--- config.mk ---
export PLATFORM = sky130hd
export DESIGN_NAME = tenkey_scan
export DESIGN_NICKNAME = d
export VERILOG_FILES = /design/src/rtl/tenkey_pkg.sv /design/src/rtl/tenkey_sync.sv /design/src/rtl/tenkey_scan.sv
export SDC_FILE = /design/constraint.sdc
export NUM_CORES = 1
export LEC_CHECK = 0
export CELL_PAD_IN_SITES_DETAIL_PLACEMENT = 1
export CELL_PAD_IN_SITES_GLOBAL_PLACEMENT = 1
export CORE_MARGIN = 1.5
export CORE_UTILIZATION = 46
export CTS_CLUSTER_DIAMETER = 150
export DETAILED_ROUTE_END_ITERATION = 16
export PLACE_DENSITY = 0.91
export SLEW_MARGIN = 0
export SYNTH_ARGS = -nofsm -noshare
export SYNTH_HDL_FRONTEND = slang
export SYNTH_SLANG_ARGS = --single-unit
--- constraint.sdc ---
create_clock -name ck -period 5.7 [get_ports ck]
set_input_delay 1.425 -clock ck [delete_from_list [all_inputs] [get_ports ck]]
set_output_delay 1.425 -clock ck [all_outputs]
set_load 0.02 [all_outputs]
--- src/rtl/tenkey_pkg.sv ---
// tenkey_pkg: shared types, key codes and the keypad code-to-digit map for
// the ten-key scanner.
package tenkey_pkg;

    // Legacy state encodings. The enum below is built from them so older
    // scripts and waveform filters see the same values.
    localparam logic [1:0] S_SCAN      = 2'd0;
    localparam logic [1:0] S_DEB_PRESS = 2'd1;
    localparam logic [1:0] S_HELD      = 2'd2;
    localparam logic [1:0] S_DEB_REL   = 2'd3;

    typedef enum logic [1:0] {
        ST_SCAN      = S_SCAN,
        ST_DEB_PRESS = S_DEB_PRESS,
        ST_HELD      = S_HELD,
        ST_DEB_REL   = S_DEB_REL
    } state_t;

    // Key codes are row*3+col. Codes 0..8 are digits 1..9; row 3 holds
    // '*', '0' and '#'.
    localparam logic [3:0] KEY_STAR = 4'd9;
    localparam logic [3:0] KEY_ZERO = 4'd10;
    localparam logic [3:0] KEY_HASH = 4'd11;

    // Registered output bundle handed to the lock controller.
    typedef struct packed {
        logic [9:0] tenkey;
        logic       close;
    } key_out_t;

    // Decoded digit for a key code; valid is low for '*' and '#'.
    typedef struct packed {
        logic       valid;
        logic [3:0] digit;
    } digit_t;

    // Keypad map: key code to the digit it represents.
    function automatic digit_t code_to_digit(input logic [3:0] code);
        digit_t d;
        d = '0;
        case (code)
            4'd0:     d = '{valid: 1'b1, digit: 4'd1};
            4'd1:     d = '{valid: 1'b1, digit: 4'd2};
            4'd2:     d = '{valid: 1'b1, digit: 4'd3};
            4'd3:     d = '{valid: 1'b1, digit: 4'd4};
            4'd4:     d = '{valid: 1'b1, digit: 4'd5};
            4'd5:     d = '{valid: 1'b1, digit: 4'd6};
            4'd6:     d = '{valid: 1'b1, digit: 4'd7};
            4'd7:     d = '{valid: 1'b1, digit: 4'd8};
            4'd8:     d = '{valid: 1'b1, digit: 4'd9};
            KEY_ZERO: d = '{valid: 1'b1, digit: 4'd0};
            KEY_STAR: d = '0;
            KEY_HASH: d = '0;
            default:  d = '0;
        endcase
        return d;
    endfunction

    // Output pattern for an accepted key: one-hot digit, or close for '#'.
    // '*' yields nothing, which keeps at most one output bit high.
    function automatic key_out_t code_to_out(input logic [3:0] code);
        key_out_t o;
        digit_t   d;
        o = '0;
        d = code_to_digit(code);
        if (d.valid) begin
            o.tenkey = 10'd1 << d.digit;
        end
        o.close = (code == KEY_HASH);
        return o;
    endfunction

    // True when exactly one column line is closed.
    function automatic logic is_single(input logic [2:0] c);
        return (c == 3'b001) || (c == 3'b010) || (c == 3'b100);
    endfunction

    // Column index of a one-hot column sample.
    function automatic logic [1:0] col_index(input logic [2:0] c);
        logic [1:0] idx;
        idx = 2'd0;
        case (c)
            3'b010:  idx = 2'd1;
            3'b100:  idx = 2'd2;
            default: idx = 2'd0;
        endcase
        return idx;
    endfunction

    // Row index of the one-hot row drive.
    function automatic logic [1:0] row_index(input logic [3:0] r);
        logic [1:0] idx;
        idx = 2'd0;
        case (r)
            4'b0010: idx = 2'd1;
            4'b0100: idx = 2'd2;
            4'b1000: idx = 2'd3;
            default: idx = 2'd0;
        endcase
        return idx;
    endfunction

    // Key code from row and column indices.
    function automatic logic [3:0] key_code(input logic [1:0] r, input logic [1:0] c);
        return ({2'b00, r} * 4'd3) + {2'b00, c};
    endfunction

endpackage

--- src/rtl/tenkey_sync.sv ---
// tenkey_sync: two-flop synchronizer for the asynchronous keypad column lines.
module tenkey_sync #(
    parameter int WIDTH = 3
) (
    input  logic             ck,
    input  logic             reset,
    input  logic [WIDTH-1:0] d,
    output logic [WIDTH-1:0] q
);

    logic [WIDTH-1:0] meta;

    // Two back-to-back flops; reset clears both so no stale press survives it.
    always_ff @(posedge ck) begin
        // NOTE: non-blocking assignments keep these as two distinct stages; blocking ones would collapse them into one flop.
        if (reset) begin
            meta <= '0;
            q    <= '0;
        end else begin
            meta <= d;
            q    <= meta;
        end
    end

endmodule

--- src/rtl/tenkey_scan.sv ---
// tenkey_scan: 4x3 keypad scanner with press/release debounce. Drives one row
// at a time, samples the synchronized columns once per row slot, and holds a
// one-hot digit (or close for '#') while a key is accepted.
module tenkey_scan
    import tenkey_pkg::*;
#(
    parameter int SCAN_DIV = 4,
    parameter int DEBOUNCE = 4
) (
    input  logic       ck,
    input  logic       reset,
    input  logic [2:0] col,
    output logic [3:0] row,
    output logic [9:0] tenkey,
    output logic       close
);

    localparam int                SLOT_W    = $clog2(SCAN_DIV);
    localparam logic [SLOT_W-1:0] SLOT_LAST = SLOT_W'(SCAN_DIV - 1);
    localparam logic [3:0]        DEB_LIMIT = 4'(DEBOUNCE);

    logic [2:0]        col_s;
    logic [SLOT_W-1:0] slot_cnt;
    logic              tick;

    state_t     state;
    state_t     state_nx;
    logic [3:0] dcnt;
    logic [3:0] dcnt_nx;
    logic [3:0] dcnt_inc;
    logic [3:0] code;
    logic [3:0] code_nx;
    logic [2:0] cap_col;
    logic [2:0] cap_col_nx;
    logic [3:0] row_nx;
    key_out_t   out_q;
    key_out_t   out_nx;

    tenkey_sync #(
        .WIDTH(3)
    ) u_sync (
        .ck   (ck),
        .reset(reset),
        .d    (col),
        .q    (col_s)
    );

    // The column sample is taken in the last cycle of each row slot, which
    // gives the column lines the whole slot to settle after a row change.
    assign tick     = (slot_cnt == SLOT_LAST);
    assign dcnt_inc = dcnt + 4'd1;

    // Row slot counter: free-running, wraps to 0 after the last cycle.
    always_ff @(posedge ck) begin
        if (reset) begin
            slot_cnt <= '0;
        end else if (tick) begin
            slot_cnt <= '0;
        end else begin
            slot_cnt <= slot_cnt + SLOT_W'(1);
        end
    end

    // Next-state logic: all decisions happen on the slot's sample cycle.
    always_comb begin
        // NOTE: every signal gets its hold value first so no path leaves it unassigned and no latch is inferred.
        state_nx   = state;
        dcnt_nx    = dcnt;
        code_nx    = code;
        cap_col_nx = cap_col;
        out_nx     = out_q;
        row_nx     = row;

        if (tick) begin
            case (state)
                ST_SCAN: begin
                    if (is_single(col_s)) begin
                        code_nx    = key_code(row_index(row), col_index(col_s));
                        cap_col_nx = col_s;
                        dcnt_nx    = 4'd0;
                        state_nx   = ST_DEB_PRESS;
                    end
                end

                ST_DEB_PRESS: begin
                    if (col_s == cap_col) begin
                        if (dcnt_inc == DEB_LIMIT) begin
                            dcnt_nx  = DEB_LIMIT;
                            out_nx   = code_to_out(code);
                            state_nx = ST_HELD;
                        end else begin
                            dcnt_nx = dcnt_inc;
                        end
                    end else begin
                        // Bounce, release or a second key: abandon this press.
                        state_nx = ST_SCAN;
                    end
                end

                ST_HELD: begin
                    if (col_s == 3'b000) begin
                        if (DEB_LIMIT == 4'd1) begin
                            // A single quiet sample already completes release.
                            dcnt_nx  = DEB_LIMIT;
                            out_nx   = '0;
                            state_nx = ST_SCAN;
                        end else begin
                            dcnt_nx  = 4'd1;
                            state_nx = ST_DEB_REL;
                        end
                    end
                end

                ST_DEB_REL: begin
                    if (col_s == 3'b000) begin
                        if (dcnt_inc == DEB_LIMIT) begin
                            dcnt_nx  = DEB_LIMIT;
                            out_nx   = '0;
                            state_nx = ST_SCAN;
                        end else begin
                            dcnt_nx = dcnt_inc;
                        end
                    end else begin
                        // Contact bounced closed again; the key is still held.
                        state_nx = ST_HELD;
                    end
                end

                default: begin
                    state_nx = ST_SCAN;
                end
            endcase

            // The row stays frozen on the pressed key's row for the whole
            // press/hold/release sequence and moves on only while scanning.
            if (state_nx == ST_SCAN) begin
                row_nx = {row[2:0], row[3]};
            end
        end
    end

    // FSM, row drive and output registers.
    always_ff @(posedge ck) begin
        if (reset) begin
            state   <= ST_SCAN;
            row     <= 4'b0001;
            dcnt    <= 4'd0;
            code    <= 4'd0;
            cap_col <= 3'b000;
            out_q   <= '0;
        end else begin
            state   <= state_nx;
            row     <= row_nx;
            dcnt    <= dcnt_nx;
            code    <= code_nx;
            cap_col <= cap_col_nx;
            out_q   <= out_nx;
        end
    end

    assign tenkey = out_q.tenkey;
    assign close  = out_q.close;

endmodule

==> metrics.csv, run 1 <==
metric,value,unit
status,"complete, no violations",
cp-start-kind,input pin,
final.setup.worst_slack,2.799,ns
finalSetupTns,0,ns
hold_path_startpoint,u_sync.meta[2],
crit_type,in2reg,
synth_area_leader_cell,dfxtp_1,
route.detailed.drc,0,
power_frac_comb,0.071,
required,5.93,ns
clk_pin_slew_worst_paths,0.08,ns
synth_area_leaders,"dfxtp_1, a21oi_1, nand2_1, mux2i_1, nor2b_1",
ff2ff_path_depth,9,
slew_viol_final,0,
ant_nets,0,
worstMarginPinSlew,1.122,ns
grt_pass1_vias,1501,
wirelength,3977,microns
root_buffer,clkbuf_8,
grt_overflow,0,
grt_pass1_wl,6817,microns
final_cell_mix,"dfxtp_1, nand2_1, a21oi_1, clkdlybuf4s50_1, nor2_1",
drive_gt1_frac,0.05932,
syn2layout_area_growth,16.51,%
die_h,67.95,microns
avgSynthCellArea,8.861,sq um
layout_commonest_cell,dfxtp_1,
fin_crit_sh,0.5089,
crit_path_end_kind,flop,
coreArea,4029,sq um
cts_buffer_depth,2,
yosysSeqAreaShare,0.4230,
place_hpwl,2767,microns
cts_tree,yes,
die_x,67.95,microns
relSlewSlack,0.2484,
fmax,344.8,MHz
power.net_switching,0.1291,mW
pin_count,20,
mappedNetlistArea,1941,sq um
globalplace.congestion,0.8072,
holdBufCountCts,0,
finalInstanceArea,2261,sq um
drt-wirelength-per-cell,13.91,microns
dp.cells,278,
cts_sinks,41,
syn_inst,219,
r2r-start,u_sync.q[1],
p_int,0.4545,mW
skew,0.006827,ns
ctsResizeCount,0,
avgViaCountPerCell,5.448,
p_sw_frac,0.2212,
synth_edf_count,0,
max-vdd-ir-drop,162.8,uV
leakage,0.8067,nW
port_buffers,19,
num_antenna_cells,0,
yosys.cell_types.count,44,
critPathLaunch,reset,
min_path_cells,1,
synth_fp_nets,230,
clockPowerShare,0.416,
drt-pass1-iter-count,4,
num-nets-final,246,
initial_core_util,0.4817,
rsz0062_at_grt,false,
cap_violations,0,
std_cell_rows,23,
ys_warn_count,0,
ys.flop_type,dfxtp_1,
power.density,258.1,nW/um^2
die_area,4617,sq um
pwr-share-seq,0.514,
post-route-min-period,2.901,ns
post_cts_buffers,0,
synth-seq-cells,41,
hold_viol,0,
path_max_fanout,42,
place_ws,2.477,ns
synth_top_area_frac,0.4230,
h-tree-depth,2,
drt-initial-drc-count,53,
numCtsBuffers,5,
routed-via-count,1558,
grt_usage,0.1959,
async_flop_share,0,
final_cells,286,
antenna_found_initial,0,
hold_class,reg2reg,
grt_max_degree,43,
worstPathArrival,3.13,ns
clkLatencyLatePin,0.29,ns
dpl_cell_area,2145,sq um
setup_viol,0,
==> per-stage QoR <==
stage,utilization,hold WS (ns),total power [mW]
2_1_floorplan,-,0.3977,0.3368
4_1_cts,0.5612,0.4374,0.5887
5_1_grt,0.5612,0.4635,0.6083
6_report,0.5612,0.4344,0.5836
3_3_place_gp,0.5323,0.4111,0.3459
3_5_place_dp,0.5323,0.4239,0.3475
==> critical path: stages <==
cell	delay, ns
clkdlybuf4s50_1	0.46
buf_4	0.36
nor2_1	0.09
mux2_2	0.33
or2_2	0.31
mux2i_1	0.13
==> layout make-up <==
class / instances / area (sq um)
Clock inverter: 1 / 30.03
Inverter: 8 / 30.03
Tap cell: 50 / 62.56
Timing Repair Buffer: 20 / 197.7
Sequential cell: 41 / 820.8
Clock buffer: 7 / 86.33
Fill cell: 488 / 1768
Multi-Input combinational cell: 159 / 1033
==> synth_stat cells (all sizes together) (3+ instances only) <==
cell,count
xor2,5
nand3,5
nand3b,4
clkbuf,6
nor3,7
or4,4
nor2,12
or3,7
mux2i,8
nand2,24
o21ai,5
nor2b,11
inv,8
nor3b,3
ha,5
xnor2,3
buf,5
a21oi,19
dfxtp,41
nand2b,9
==> cells by family after synthesis <==
logic type	synth area share
compound gates	0.1309
xor+xnor	0.03611
fa+ha+maj	0.04255
buf+inv	0.04449
flops	0.4230
mux	0.05287
simple gates	0.2702
==> power groups by stage <==
stage | clock [mW] | sequential (mW) | combinational, mW
detailed placement | 0 | 0.307 | 0.0408
finish | 0.242 | 0.300 | 0.0413
global route | 0.262 | 0.301 | 0.0456
floorplan | 0 | 0.304 | 0.0329
global placement | 0 | 0.306 | 0.0394
CTS | 0.247 | 0.300 | 0.0415
==> per-layer routing <==
| metal | vias up | global-route usage | wire length (microns) |
|---|---|---|---|
| li1 | 792 | - | - |
| met1 | 740 | 0.2370 | 1926 |
| met2 | 20 | 0.3325 | 1876 |
| met3 | 6 | 0.04934 | 104 |
| met4 | 0 | 0.07500 | 70 |
| met5 | - | 0 | 0 |
==> final timing paths <==
check	slack, ns	end
max reg2reg	2.89	flop
min	0.43	u_sync.q[2]
max	2.80	flop
min reg2reg	0.43	u_sync.q[2]
Note: power is estimated with default switching activity, not from simulation.
==> inputs of run 2 (changes only) <==
CORE_UTILIZATION = 38   (was 46)
PLACE_DENSITY = 0.81   (was 0.91)
clock period = 2.43 ns   (was 5.7 ns; I/O delays follow)
==> metrics.csv, run 2 (synthesis gave the netlist of run 1 again) <==
metric,value,unit,change
status,"complete, no violations",,
leakage,0.8949,nW,+11%
syn2layout_area_growth,25.79,%,
cp-start-kind,flop,,
drt-pass1-iter-count,4,,unchanged
required,2.67,ns,-3.26 ns
r2r_slack,0.10,ns,-2.79 ns
post-route-min-period,2.330,ns,
dr_wl_met3,138,microns,+33%
clkLatencyLatePin,0.30,ns,about the same
n_fill_cell,577,,+18%
crit_path_end_kind,flop,,
relSlewSlack,0.5869,,+0.3385
root_buffer,clkbuf_8,,
final_cell_mix,"dfxtp_1, nand2_1, a21oi_1, clkdlybuf4s50_1, buf_4",,
drt-initial-drc-count,60,,+13%
holdBufCountCts,0,,unchanged
grt_usage,0.1605,,-0.03534
top_layer_used,met4,,
finalSetupTns,0,ns,unchanged
dpl_cell_area,2283,sq um,+6.5%
route.detailed.drc,0,,unchanged
drive_gt1_frac,0.1508,,+0.09147
pin_count,20,,unchanged
fin_crit_sh,0.9588,,
r2r-start,row[2],,
layout_commonest_cell,dfxtp_1,,
num-nets-final,262,,+6.5%
max-vdd-ir-drop,373.1,uV,+130%
grt_max_degree,18,,-58%
cts_tree,yes,,
hold_class,reg2reg,,
grt_pass1_wl,6844,microns,+0.40%
place_hpwl,3124,microns,+13%
fmax,429.2,MHz,
cts_buffer_depth,2,,unchanged
cap_violations,0,,unchanged
clk_pin_slew_worst_paths,0.09,ns,about the same
h-tree-depth,2,,unchanged
routed-via-count,1621,,+4.0%
worstPathArrival,2.57,ns,-0.56 ns
min_path_cells,1,,unchanged
drt-wirelength-per-cell,13.19,microns,-5.2%
die_x,74.46,microns,+9.6%
ff2ff_path_depth,10,,+1
crit_type,reg2reg,,
avgViaCountPerCell,5.082,,-6.7%
dp.cells,310,,+12%
numCtsBuffers,5,,unchanged
worstMarginPinSlew,0.6169,ns,-0.5056 ns
total_power,1.379,mW,+140%
wl_met2,1969,microns,+5.0%
whs_endpoint,slot_cnt[0],,
wirelength,4207,microns,+5.8%
rsz0062_at_grt,false,,
grt_overflow,0,,unchanged
hold_path_startpoint,slot_cnt[0],,
hold_viol,0,,unchanged
wl_met1,2036,microns,+5.7%
power.density,564.8,nW/um^2,+120%
initial_core_util,0.4029,,-0.07882
cts_sinks,41,,unchanged
std_cell_rows,25,,+8.7%
globalplace.congestion,0.8430,,+4.4%
antenna_found_initial,0,,unchanged
final_cells,319,,+12%
port_buffers,19,,unchanged
ant_nets,0,,unchanged
skew,0.008885,ns,+0.002058 ns
path_max_fanout,5,,-88%
slew_viol_final,0,,unchanged
die_area,5544,sq um,+20%
setup_viol,0,,unchanged
num_antenna_cells,0,,unchanged
finalInstanceArea,2441,sq um,+8.0%
die_h,74.46,microns,+9.6%
grt_pass1_vias,1547,,+3.1%
coreArea,4817,sq um,+20%
run 2: cell count changes in the layout (fill, tap and decap cells not counted), sizes merged:
cell and delta:
buf +16, clkinv +1, clkbuf -2, inv +1
run 2: metrics by stage:
stage | utilization | hold slack [ns] | setup slack (ns)
detailed placement | 0.4740 | 0.4205 | 0.02937
CTS | 0.4974 | 0.4324 | 0.02386
finish | 0.5068 | 0.4252 | 0.1002
global placement | 0.4740 | 0.4074 | 0.1251
floorplan | - | 0.3977 | 0.02082
global route | 0.5068 | 0.4492 | 0.0008036
run 2: final cells by class:
type | instances | area, sq um | area share
Clock buffer | 5 | 68.82 | 0.02819
Sequential cell | 41 | 828.3 | 0.3393
Multi-Input combinational cell | 159 | 1069 | 0.4377
Clock inverter | 3 | 43.79 | 0.01794
Inverter | 8 | 30.03 | 0.01230
Timing Repair Buffer | 36 | 317.8 | 0.1302
Tap cell | 67 | 83.83 | 0.03434
run 2: worst max-delay path by stage:
stage | startpoint | slack [ns] | endpoint | cells after the start
6_report | row[2] | 0.10 | flop | 10
5_1_grt | row[3] | 0.0008 | flop | 9
4_1_cts | row[2] | 0.02 | flop | 10
3_5_place_dp | row[2] | 0.03 | flop | 10
3_3_place_gp | row[1] | 0.13 | flop | 10
2_1_floorplan | row[2] | 0.02 | flop | 10
run 2: power by group:
part | switching [mW] | internal, mW
clock network | 0.253 | 0.308
registers | 0.0124 | 0.686
logic | 0.0616 | 0.0571
run 2: repair_timing:
item / 4_1_cts / 5_1_grt
buffers inserted: 0 / 1
resized for setup: 0 / 10
endpoints found under the setup margin: 0 / 1
run 2: worst max-delay path, stage by stage (launching register included):
cell and delay (ns):
dfxtp_4 0.37, xnor2_1 0.15, nor3_1 0.06, ha_1 0.28, ha_1 0.14, inv_1 0.05
fa_1 0.47, nor2_1 0.05, mux2_4 0.30, or2_2 0.28, mux2i_1 0.12
run 2: layer usage:
| layer | track usage | vias up |
|---|---|---|
| li1 | - | 829 |
| met1 | 0.1955 | 757 |
| met2 | 0.2728 | 28 |
| met3 | 0.04065 | 7 |
| met4 | 0.06061 | 0 |
| met5 | 0 | - |
